<file path="src/rtl/fetch_unit.sv">
`default_nettype none
// ============================================================================
// Module   : fetch_unit
// Purpose  : Instruction-fetch front end. Issues handshaked requests to the
//            instruction memory, buffers returned words together with their
//            PC in a small FIFO, and supports branch redirect with flush of
//            buffered and in-flight instructions.
// Ports    : clk, rst_n                      - clock, async active-low reset
//            imem_req/imem_addr              - fetch request and word address
//            imem_ack/imem_rdata             - accept strobe, same-cycle data
//            inst_valid/inst_data/inst_pc    - buffer head toward decode
//            inst_ready                      - consumer pops the head
//            br_taken/br_pc/br_imm           - redirect request and operands
//            fifo_count                      - occupied buffer entries
//            perf_fetched/perf_flushed       - only with FETCH_PERF_CNT_EN
// Options  : define FETCH_PERF_CNT_EN to add saturating fetch/flush counters.
// Revision : 1.0 - initial release
// ============================================================================
module fetch_unit #(
    parameter int              XLEN       = 32,
    parameter logic [XLEN-1:0] RESET_PC   = '0,
    parameter int              FIFO_DEPTH = 4,
    parameter int              IMM_W      = 16
) (
    input  logic                          clk,
    input  logic                          rst_n,
    output logic                          imem_req,
    output logic [XLEN-1:0]               imem_addr,
    input  logic                          imem_ack,
    input  logic [31:0]                   imem_rdata,
    output logic                          inst_valid,
    output logic [31:0]                   inst_data,
    output logic [XLEN-1:0]               inst_pc,
    input  logic                          inst_ready,
    input  logic                          br_taken,
    input  logic [XLEN-1:0]               br_pc,
    input  logic [IMM_W-1:0]              br_imm,
    output logic [$clog2(FIFO_DEPTH):0]   fifo_count
`ifdef FETCH_PERF_CNT_EN
    ,
    output logic [31:0]                   perf_fetched,
    output logic [31:0]                   perf_flushed
`endif
);

    localparam int                c_PTR_W      = $clog2(FIFO_DEPTH);
    localparam int                c_CNT_W      = c_PTR_W + 1;
    localparam logic [c_CNT_W-1:0] c_DEPTH     = c_CNT_W'(FIFO_DEPTH);
    localparam logic [XLEN-1:0]   c_RESET_ADDR = {RESET_PC[XLEN-1:2], 2'b00};

    // S_WAIT : live request outstanding, its data will be pushed.
    // S_DROP : request outstanding but superseded by a redirect; the
    //          returning word is thrown away.
    typedef enum logic [1:0] {
        S_IDLE = 2'd0,
        S_WAIT = 2'd1,
        S_DROP = 2'd2
    } state_t;

    state_t              r_state;
    state_t              w_state_nxt;
    logic [XLEN-1:0]     r_fetch_pc;
    logic [XLEN-1:0]     w_fetch_pc_nxt;
    logic                r_imem_req;
    logic [XLEN-1:0]     r_imem_addr;

    logic [31:0]         r_mem_data [FIFO_DEPTH];
    logic [XLEN-1:0]     r_mem_pc   [FIFO_DEPTH];
    logic [c_PTR_W-1:0]  r_wr_ptr;
    logic [c_PTR_W-1:0]  r_rd_ptr;
    logic [c_CNT_W-1:0]  r_count;
    logic [c_CNT_W-1:0]  w_count_after;

    logic                w_push;
    logic                w_pop;
    logic [XLEN-1:0]     w_imm_ext;
    logic [XLEN-1:0]     w_target_raw;
    logic [XLEN-1:0]     w_target;

    // Branch target: PC of the instruction after the branch plus a signed
    // word offset, forced to word alignment.
    assign w_imm_ext    = XLEN'($signed(br_imm));
    assign w_target_raw = br_pc + XLEN'(4) + (w_imm_ext << 2);
    assign w_target     = {w_target_raw[XLEN-1:2], 2'b00};

    // A redirect overrides every buffer movement in the same cycle.
    assign w_push        = (r_state == S_WAIT) && imem_ack && !br_taken;
    assign w_pop         = (r_count != '0) && inst_ready && !br_taken;
    assign w_count_after = r_count + c_CNT_W'(w_push) - c_CNT_W'(w_pop);

    always_comb begin
        w_state_nxt    = r_state;
        w_fetch_pc_nxt = r_fetch_pc;
        if (br_taken) begin
            w_fetch_pc_nxt = w_target;
            // A request that is still open cannot be withdrawn, so its
            // answer must be waited for and discarded.
            w_state_nxt = ((r_state != S_IDLE) && !imem_ack) ? S_DROP : S_IDLE;
        end else begin
            case (r_state)
                S_IDLE: begin
                    if (r_count < c_DEPTH) begin
                        w_state_nxt = S_WAIT;
                    end
                end
                S_WAIT: begin
                    if (imem_ack) begin
                        w_fetch_pc_nxt = r_fetch_pc + XLEN'(4);
                        // Chain the next request when the buffer, after this
                        // cycle's push/pop, still has room for it.
                        w_state_nxt = (w_count_after < c_DEPTH) ? S_WAIT : S_IDLE;
                    end
                end
                S_DROP: begin
                    // Buffer is empty after the flush, so room is guaranteed.
                    if (imem_ack) begin
                        w_state_nxt = S_WAIT;
                    end
                end
                default: w_state_nxt = S_IDLE;
            endcase
        end
    end

    always_ff @(posedge clk or negedge rst_n) begin
        if (!rst_n) begin
            r_state     <= S_IDLE;
            r_fetch_pc  <= c_RESET_ADDR;
            r_imem_req  <= 1'b0;
            r_imem_addr <= c_RESET_ADDR;
            r_wr_ptr    <= '0;
            r_rd_ptr    <= '0;
            r_count     <= '0;
        end else begin
            r_state    <= w_state_nxt;
            r_fetch_pc <= w_fetch_pc_nxt;
            r_imem_req <= (w_state_nxt != S_IDLE);
            // While dropping, the bus must keep showing the superseded
            // address until it is acknowledged.
            if (w_state_nxt != S_DROP) begin
                r_imem_addr <= w_fetch_pc_nxt;
            end
            if (br_taken) begin
                r_wr_ptr <= '0;
                r_rd_ptr <= '0;
                r_count  <= '0;
            end else begin
                if (w_push) begin
                    r_wr_ptr <= r_wr_ptr + c_PTR_W'(1);
                end
                if (w_pop) begin
                    r_rd_ptr <= r_rd_ptr + c_PTR_W'(1);
                end
                r_count <= w_count_after;
            end
        end
    end

    // Storage needs no reset: the head is masked while the buffer is empty.
    always_ff @(posedge clk) begin
        if (w_push) begin
            r_mem_data[r_wr_ptr] <= imem_rdata;
            r_mem_pc[r_wr_ptr]   <= r_fetch_pc;
        end
    end

    assign imem_req   = r_imem_req;
    assign imem_addr  = r_imem_addr;
    assign inst_valid = (r_count != '0);
    assign inst_data  = inst_valid ? r_mem_data[r_rd_ptr] : 32'd0;
    assign inst_pc    = inst_valid ? r_mem_pc[r_rd_ptr]   : '0;
    assign fifo_count = r_count;

`ifdef FETCH_PERF_CNT_EN
    logic [31:0] r_perf_fetched;
    logic [31:0] r_perf_flushed;
    logic [31:0] w_flush_add;
    logic [32:0] w_flush_sum;

    // Lost work at a redirect: every buffered entry plus a live in-flight
    // request. A request already in S_DROP was counted at the earlier redirect.
    assign w_flush_add = 32'(r_count) + 32'(r_state == S_WAIT);
    assign w_flush_sum = {1'b0, r_perf_flushed} + {1'b0, w_flush_add};

    always_ff @(posedge clk or negedge rst_n) begin
        if (!rst_n) begin
            r_perf_fetched <= '0;
            r_perf_flushed <= '0;
        end else begin
            if (w_push && (r_perf_fetched != 32'hFFFF_FFFF)) begin
                r_perf_fetched <= r_perf_fetched + 32'd1;
            end
            if (br_taken) begin
                r_perf_flushed <= w_flush_sum[32] ? 32'hFFFF_FFFF : w_flush_sum[31:0];
            end
        end
    end

    assign perf_fetched = r_perf_fetched;
    assign perf_flushed = r_perf_flushed;
`else
    // Performance counters not built.
`endif

endmodule
`default_nettype wire

</file>
<file path="config.mk">
export PLATFORM = sky130hd
export DESIGN_NAME = fetch_unit
export DESIGN_NICKNAME = d
export VERILOG_FILES = /design/src/rtl/fetch_unit.sv
export SDC_FILE = /design/constraint.sdc
export NUM_CORES = 1
export LEC_CHECK = 0
export BUFFER_PORTS_ARGS = -buffer_cell sky130_fd_sc_hd__buf_4
export CAP_MARGIN = 25
export CORE_MARGIN = 3
export CORE_UTILIZATION = 30
export CTS_BUF_LIST = sky130_fd_sc_hd__clkbuf_16
export DETAILED_ROUTE_END_ITERATION = 7
export MAX_ROUTING_LAYER = met4
export PLACE_DENSITY_LB_ADDON = 0.08
export SLEW_MARGIN = 20
export SYNTH_ARGS = -nofsm -noshare
export SYNTH_HDL_FRONTEND = slang
export SYNTH_SLANG_ARGS = --single-unit
</file>
<file path="constraint.sdc">
create_clock -name clk -period 3.6 [get_ports clk]
set_input_delay 0.54 -clock clk [delete_from_list [all_inputs] [get_ports clk]]
set_output_delay 0.54 -clock clk [all_outputs]
set_load 0.02 [all_outputs]
</file>
# After elaboration in Yosys (flattened, before gate mapping)
# Memory sizes are Yosys's and may differ from the RTL's.
# Cells that the tools add are included.
dict set report word_totals {
  latch_bits 0
  n_memories 2
  ram_bits 256
  reg_bits 74
  out_inout_bits 101
  in_bits 85
  romBits 0
}
dict set report classes {
  add_sub_neg 7
  shift 0
  div_mod_pow 0
  muxes 19
  n_eq_ne 3
  magnitude_cmp 2
  n_reduce_logical 13
  n_bitwise 0
  mul 0
}
# name depth word_bits read_ports rd_clocked_by_memory_dff wr line
set memory_table {}
lappend memory_table {r_mem_data 4 32 1 0 1 67} ;# logic [31:0] r_mem_data [FIFO_DEPTH];
lappend memory_table {r_mem_pc 4 32 1 0 1 68} ;# logic [XLEN-1:0] r_mem_pc [FIFO_DEPTH];
# op n
set ops {}
lappend ops {{$mux W32} 5}
lappend ops {{$add A32 B3 Y32 const B} 2}
lappend ops {{$add A32 B32 Y32} 1}
lappend ops {{$mux W2} 9}
lappend ops {{$reduce_bool A2 Y1} 4}
lappend ops {{$lt A3 B3 Y1 const B} 2}
lappend ops {{$pmux W2 S3} 1}
lappend ops {{$logic_and A1 B1 Y1} 5}
lappend ops {{$add A2 B1 Y2 const B} 2}
lappend ops {{$add A3 B1 Y3} 1}
lappend ops {{$mux W1} 3}
lappend ops {{$mux W3} 1}
lappend ops {{$reduce_bool A3 Y1} 1}
lappend ops {{$sub A3 B1 Y3} 1}
lappend ops {{$eq A2 B1 Y1 const B} 1}
lappend ops {{$eq A2 B2 Y1 const B} 1}
lappend ops {{$logic_not A1 Y1} 2}
lappend ops {{$logic_not A2 Y1} 1}
lappend ops {{$ne A2 B2 Y1 const B} 1}

# Longest topological paths before layout
dict set report logic_depth {
  depth_word 11
  depth_mapped 15
  ltp_nobuf 13
}

# Worst setup path after synthesis
# Ideal clock, no wire load.
dict set report synth_path {
  kind {in2reg}
  start {in br_taken}
  end {reg r_imem_req, in the netlist imem_req}
  slack_ns 0.189
  arrival_time_ns 3.283
  path_buffers 4
  setup_time_ns 0.127
  cell_stages 15
  t_required_ns 3.473
  cell_sequence {clkbuf_1 -> clkbuf_1 -> clkbuf_1 -> buf_1 -> nor2_1 -> ha_1 -> inv_1 -> ha_1 -> inv_1 -> fa_1 -> xor2_1 -> xnor2_1 -> a21oi_1 -> a211oi_1 -> or2_2}
}
dict set report synth_via {
  elab_chain_len 10
}
# item line
set synth_lines {}
lappend synth_lines {{from (decl)} 35} ;# input logic br_taken,
lappend synth_lines {{$logic_not A1 Y1} {87, 88}}
lappend synth_lines {{$logic_and A1 B1 Y1} 87} ;# assign w_push = (r_state == S_WAIT) && imem_ack && !br_taken;
lappend synth_lines {{$add A3 B1 Y3} 89} ;# assign w_count_after = r_count + c_CNT_W'(w_push) - c_CNT_W'(w_pop);
lappend synth_lines {{$sub A3 B1 Y3} 89}
lappend synth_lines {{$lt A3 B3 Y1} 111} ;# w_state_nxt = (w_count_after < c_DEPTH) ? S_WAIT : S_IDLE;
lappend synth_lines {{$mux W1} 111}
lappend synth_lines {{$mux W2} 107} ;# if (imem_ack) begin
lappend synth_lines {{$pmux W2 S3} 100} ;# case (r_state)
lappend synth_lines {{$mux W2 *} 94} ;# if (br_taken) begin
lappend synth_lines {{named net w_state_nxt[0]} 61} ;# state_t w_state_nxt;
lappend synth_lines {{$reduce_bool A2 Y1 *} 137} ;# r_imem_req <= (w_state_nxt != S_IDLE);
lappend synth_lines {{to (signal assigned)} 137}
lappend synth_lines {{to (decl)} 64} ;# logic r_imem_req;
# Mark *: on every way through the listed nets, which the timed path passes. The rest lies on a longest branch.
# A chain may end at the register's enable or synchronous reset.

# Worst setup path in the final report
dict set report layout_path {
  start {reg r_rd_ptr[0]}
  end {out inst_pc[11]}
}
dict set report layout_via {
  elab_chain_len 2
}
# item line
set layout_lines {}
lappend layout_lines {{from (decl)} 70} ;# logic [c_PTR_W-1:0] r_rd_ptr;
lappend layout_lines {{from (signal assigned)} 152} ;# r_rd_ptr <= r_rd_ptr + c_PTR_W'(1);
lappend layout_lines {{$mem_v2 Z4 W32} n/a}
lappend layout_lines {{$mux W32} 171} ;# assign inst_pc = inst_valid ? r_mem_pc[r_rd_ptr] : '0;
lappend layout_lines {{to (decl)} 33} ;# output logic [XLEN-1:0] inst_pc,
# Every way passes these cells.

==> summary.txt <==
Logic synthesis
  • Count of flip-flops with a built-in enable after synthesis: 256
  • Synth unique cells: 64
  • Top cell type's share of synthesized area: 0.5091
  • Synthesized area: 15100 sq um
  • Async S/R FF share, synth: 0.2242
  • Number of synthesized register bits: 330
  • Cell accounting for the most synthesized area: edfxtp_1
  • Mapped Nets: 1143
  • Post-synthesis sequential area ratio: 0.6318
  • Largest cells by area after synthesis: edfxtp_1, dfrtp_1, mux4_2, ha_1, and2_1
  • Syn avg cell area: 15.22 sq um
  • Cells after synthesis: 992
  • Synth warn: 0
  • Top FF cell, synth: edfxtp_1

Clock network
  • CTS resizes: 0
  • Clock root buffer: clkbuf_16
  • Total setup buffers inserted after CTS: 0
  • CTS Buf Count: 38
  • TritonCTS clock tree: done
  • CTS Hold Bufs: 0
  • Clock Sinks: 330
  • Latest clock arrival within the worst-skew pair: 0.53 ns
  • Longest Clk Path Bufs: 3
  • Worst-path clk slew: 0.06 ns
  • H-tree levels: 2

Cells and area
  • Multi-input logic area: 5321 sq um
  • Layout filler cell count: 4789
  • Most frequent cells in the layout: edfxtp_1, buf_4, dfrtp_1
  • Non-filler instance count after layout: 1902
  • Nets: 1358
  • Sequential cell area: 9547 sq um
  • Area Growth Syn to Fin: 23.78%
  • Post-route cell area: 18690 sq um
  • Commonest non-fill, non-tap cell in the layout: edfxtp_1
  • Layout cells sized above 1: 0.3042

Setup path
  • FF-to-FF path depth: 13
  • Reg2Reg Setup Slack: 0.66 ns
  • Worst-path fanout max: 25
  • WP buf/inv: 2
  • Startpoint types: flip-flop
  • Reg2reg start: fifo_count[2]
  • Reg-to-reg endpoint: imem_req
  • Slowest stage delay, CP: 0.80 ns
  • Most frequent CP cell: buf_4
  • CP arrival: 2.52 ns
  • Worst-path cell chain: buf_4 > mux4_2 > and2_1 > buf_4
  • Critical path endpoint category: output pin
  • Worst Path Class, Setup: reg2out
  • CP delay by family, top: flip-flops
  • Worst Path Required: 3.06 ns
  • Slowest-stage cell, CP: dfrtp_4

Timing
  • Worst Clk Skew: 0.01979 ns
  • Setup_tns: 0 ns
  • Fin crit period: 3.065 ns
  • Fin crit share: 0.8513
  • RSZ-0062 raised after global routing: false
  • Worst slew pin tran: 0.7896 ns
  • Final setup violation count: 0
  • Final worst slack: 0.5351 ns
  • Max transition margin: 0.4736
  • Final Slew Violations: 0
  • Max Freq: 0.3263 GHz
  • Final hold violations: 0

Detailed routing
  • Antenna-violating nets left: 0
  • Post-DR vias/cell: 4.678
  • Routed vias: 8897
  • TritonRoute pass-1 iters: 5
  • Final Routed Wirelength: 37590 um
  • DR iter-0 viols: 368
  • Routed WL per cell: 19.76 um
  • Drt drc: 0

Place
  • Placement Cell Area: 17500 sq um
  • Pre-CTS WS: 0.08173 ns
  • Routability Congestion: 0.7495
  • DPL Wire Length: 25600 um
  • # port buffers: 183
  • Inst Count DP: 1831

Power and ir drop
  • Clock Power Share: 0.293
  • Flop pwr share: 0.394
  • Int Power: 8.504 mW
  • VDD IR max: 0.3017 mV
  • Sw Ratio: 0.3226
  • Leakage: 7.081 nW
  • Sw power: 4.050 mW
  • PwrDens: 671.7 nW/um^2
  • Proportion of power drawn by combinational gates: 0.313

Die
  • Core area: 49360 sq um
  • Starting Density: 0.3059
  • Die Footprint: 53060 sq um
  • Num ports: 186
  • DIE WIDTH: 230.3 um
  • Die Height: 230.3 um
  • Num rows: 81

GRT
  • Initial antenna violation count: 1
  • Total GRT Usage: 0.1460
  • Largest net degree at the start of global routing: 71
  • First-pass GRT wire length: 57800 um
  • Grt ovf: 0
  • Vias in the first global route: 9590

Run
  • Max-cap violation count: 0

Hold path
  • Hold Crit Class: in2async

Outcome
  • Status: complete, no violations
## worst max-delay path by stage
stage                      startpoint            end  slack [ns]  depth (start not counted)
after CTS                 r_rd_ptr[0]    inst_pc[11]        0.41                          4
after detailed placement     br_pc[3]  imem_addr[31]        0.08                         13
final                     r_rd_ptr[0]    inst_pc[11]        0.54                          4
after global placement       br_pc[3]  imem_addr[17]        0.10                         13
after global routing      r_rd_ptr[0]    inst_pc[24]        0.35                          4
after floorplan              br_taken       imem_req        0.19                         15
## flip-flops by register name (all words and copies together), names as in the netlist
name	count
r_mem_data	128
r_mem_pc	128
imem_addr	32
r_fetch_pc	32
fifo_count	3
r_rd_ptr	2
r_state	2
r_wr_ptr	2
imem_req	1
## synthesized netlist by cell type, types with 9 or more instances
cell / instances
mux4_2: 64
ha_1: 64
edfxtp_1: 256
nor2_1: 45
mux2_2: 20
nor3_1: 9
a21o_1: 17
xor2_1: 27
inv_1: 19
o21ai_0: 21
nand2_1: 64
and2_1: 71
dfrtp_1: 74
nand3_1: 21
a21oi_1: 35
xnor2_1: 30
clkbuf_1: 27
## power by group through the flow
stage	Clock [mW]	Combinational, mW	Sequential, mW
floorplan	0	2.31	4.97
global placement	0	4.05	5.02
detailed placement	0	4.06	5.04
CTS	3.80	4.07	4.96
global route	3.96	4.30	5.01
finish	3.67	3.93	4.95
## area by class of cell
cell class,instances,share of cell area
Clock inverter,30,0.01111
Sequential cell,330,0.5108
Clock buffer,39,0.05222
Inverter,19,0.003816
Multi-Input combinational cell,599,0.2847
Tap cell,664,0.04445
Timing Repair Buffer,219,0.09265
Antenna cell,2,0.0002678
## cell families after synthesis
family          Yosys count  synth area share
flops                   330            0.6318
simple gates            265           0.09165
compound gates          119           0.05560
mux                      92            0.1157
fa+ha+maj                66           0.05568
buf+inv                  63           0.01657
xor+xnor                 57           0.03306
## metal layers
metal / share of wire / vias up / track usage
met1: 0.45 / 4465 / 0.1871
li1: - / 4209 / -
met4: 0.020 / 0 / 0.03624
met2: 0.49 / 173 / 0.2426
met3: 0.039 / 50 / 0.02431
met5: 0 / - / -
## through the flow
stage,hold WS [ns],total power [mW],utilization
finish,0.04616,12.55,0.3787
floorplan,0.2444,7.272,-
detailed placement,0.4653,9.093,0.3546
global placement,0.4661,9.077,0.3546
CTS,0.04615,12.83,0.3786
global route,0.08702,13.28,0.3786
Power figures use the tool's default switching activity.
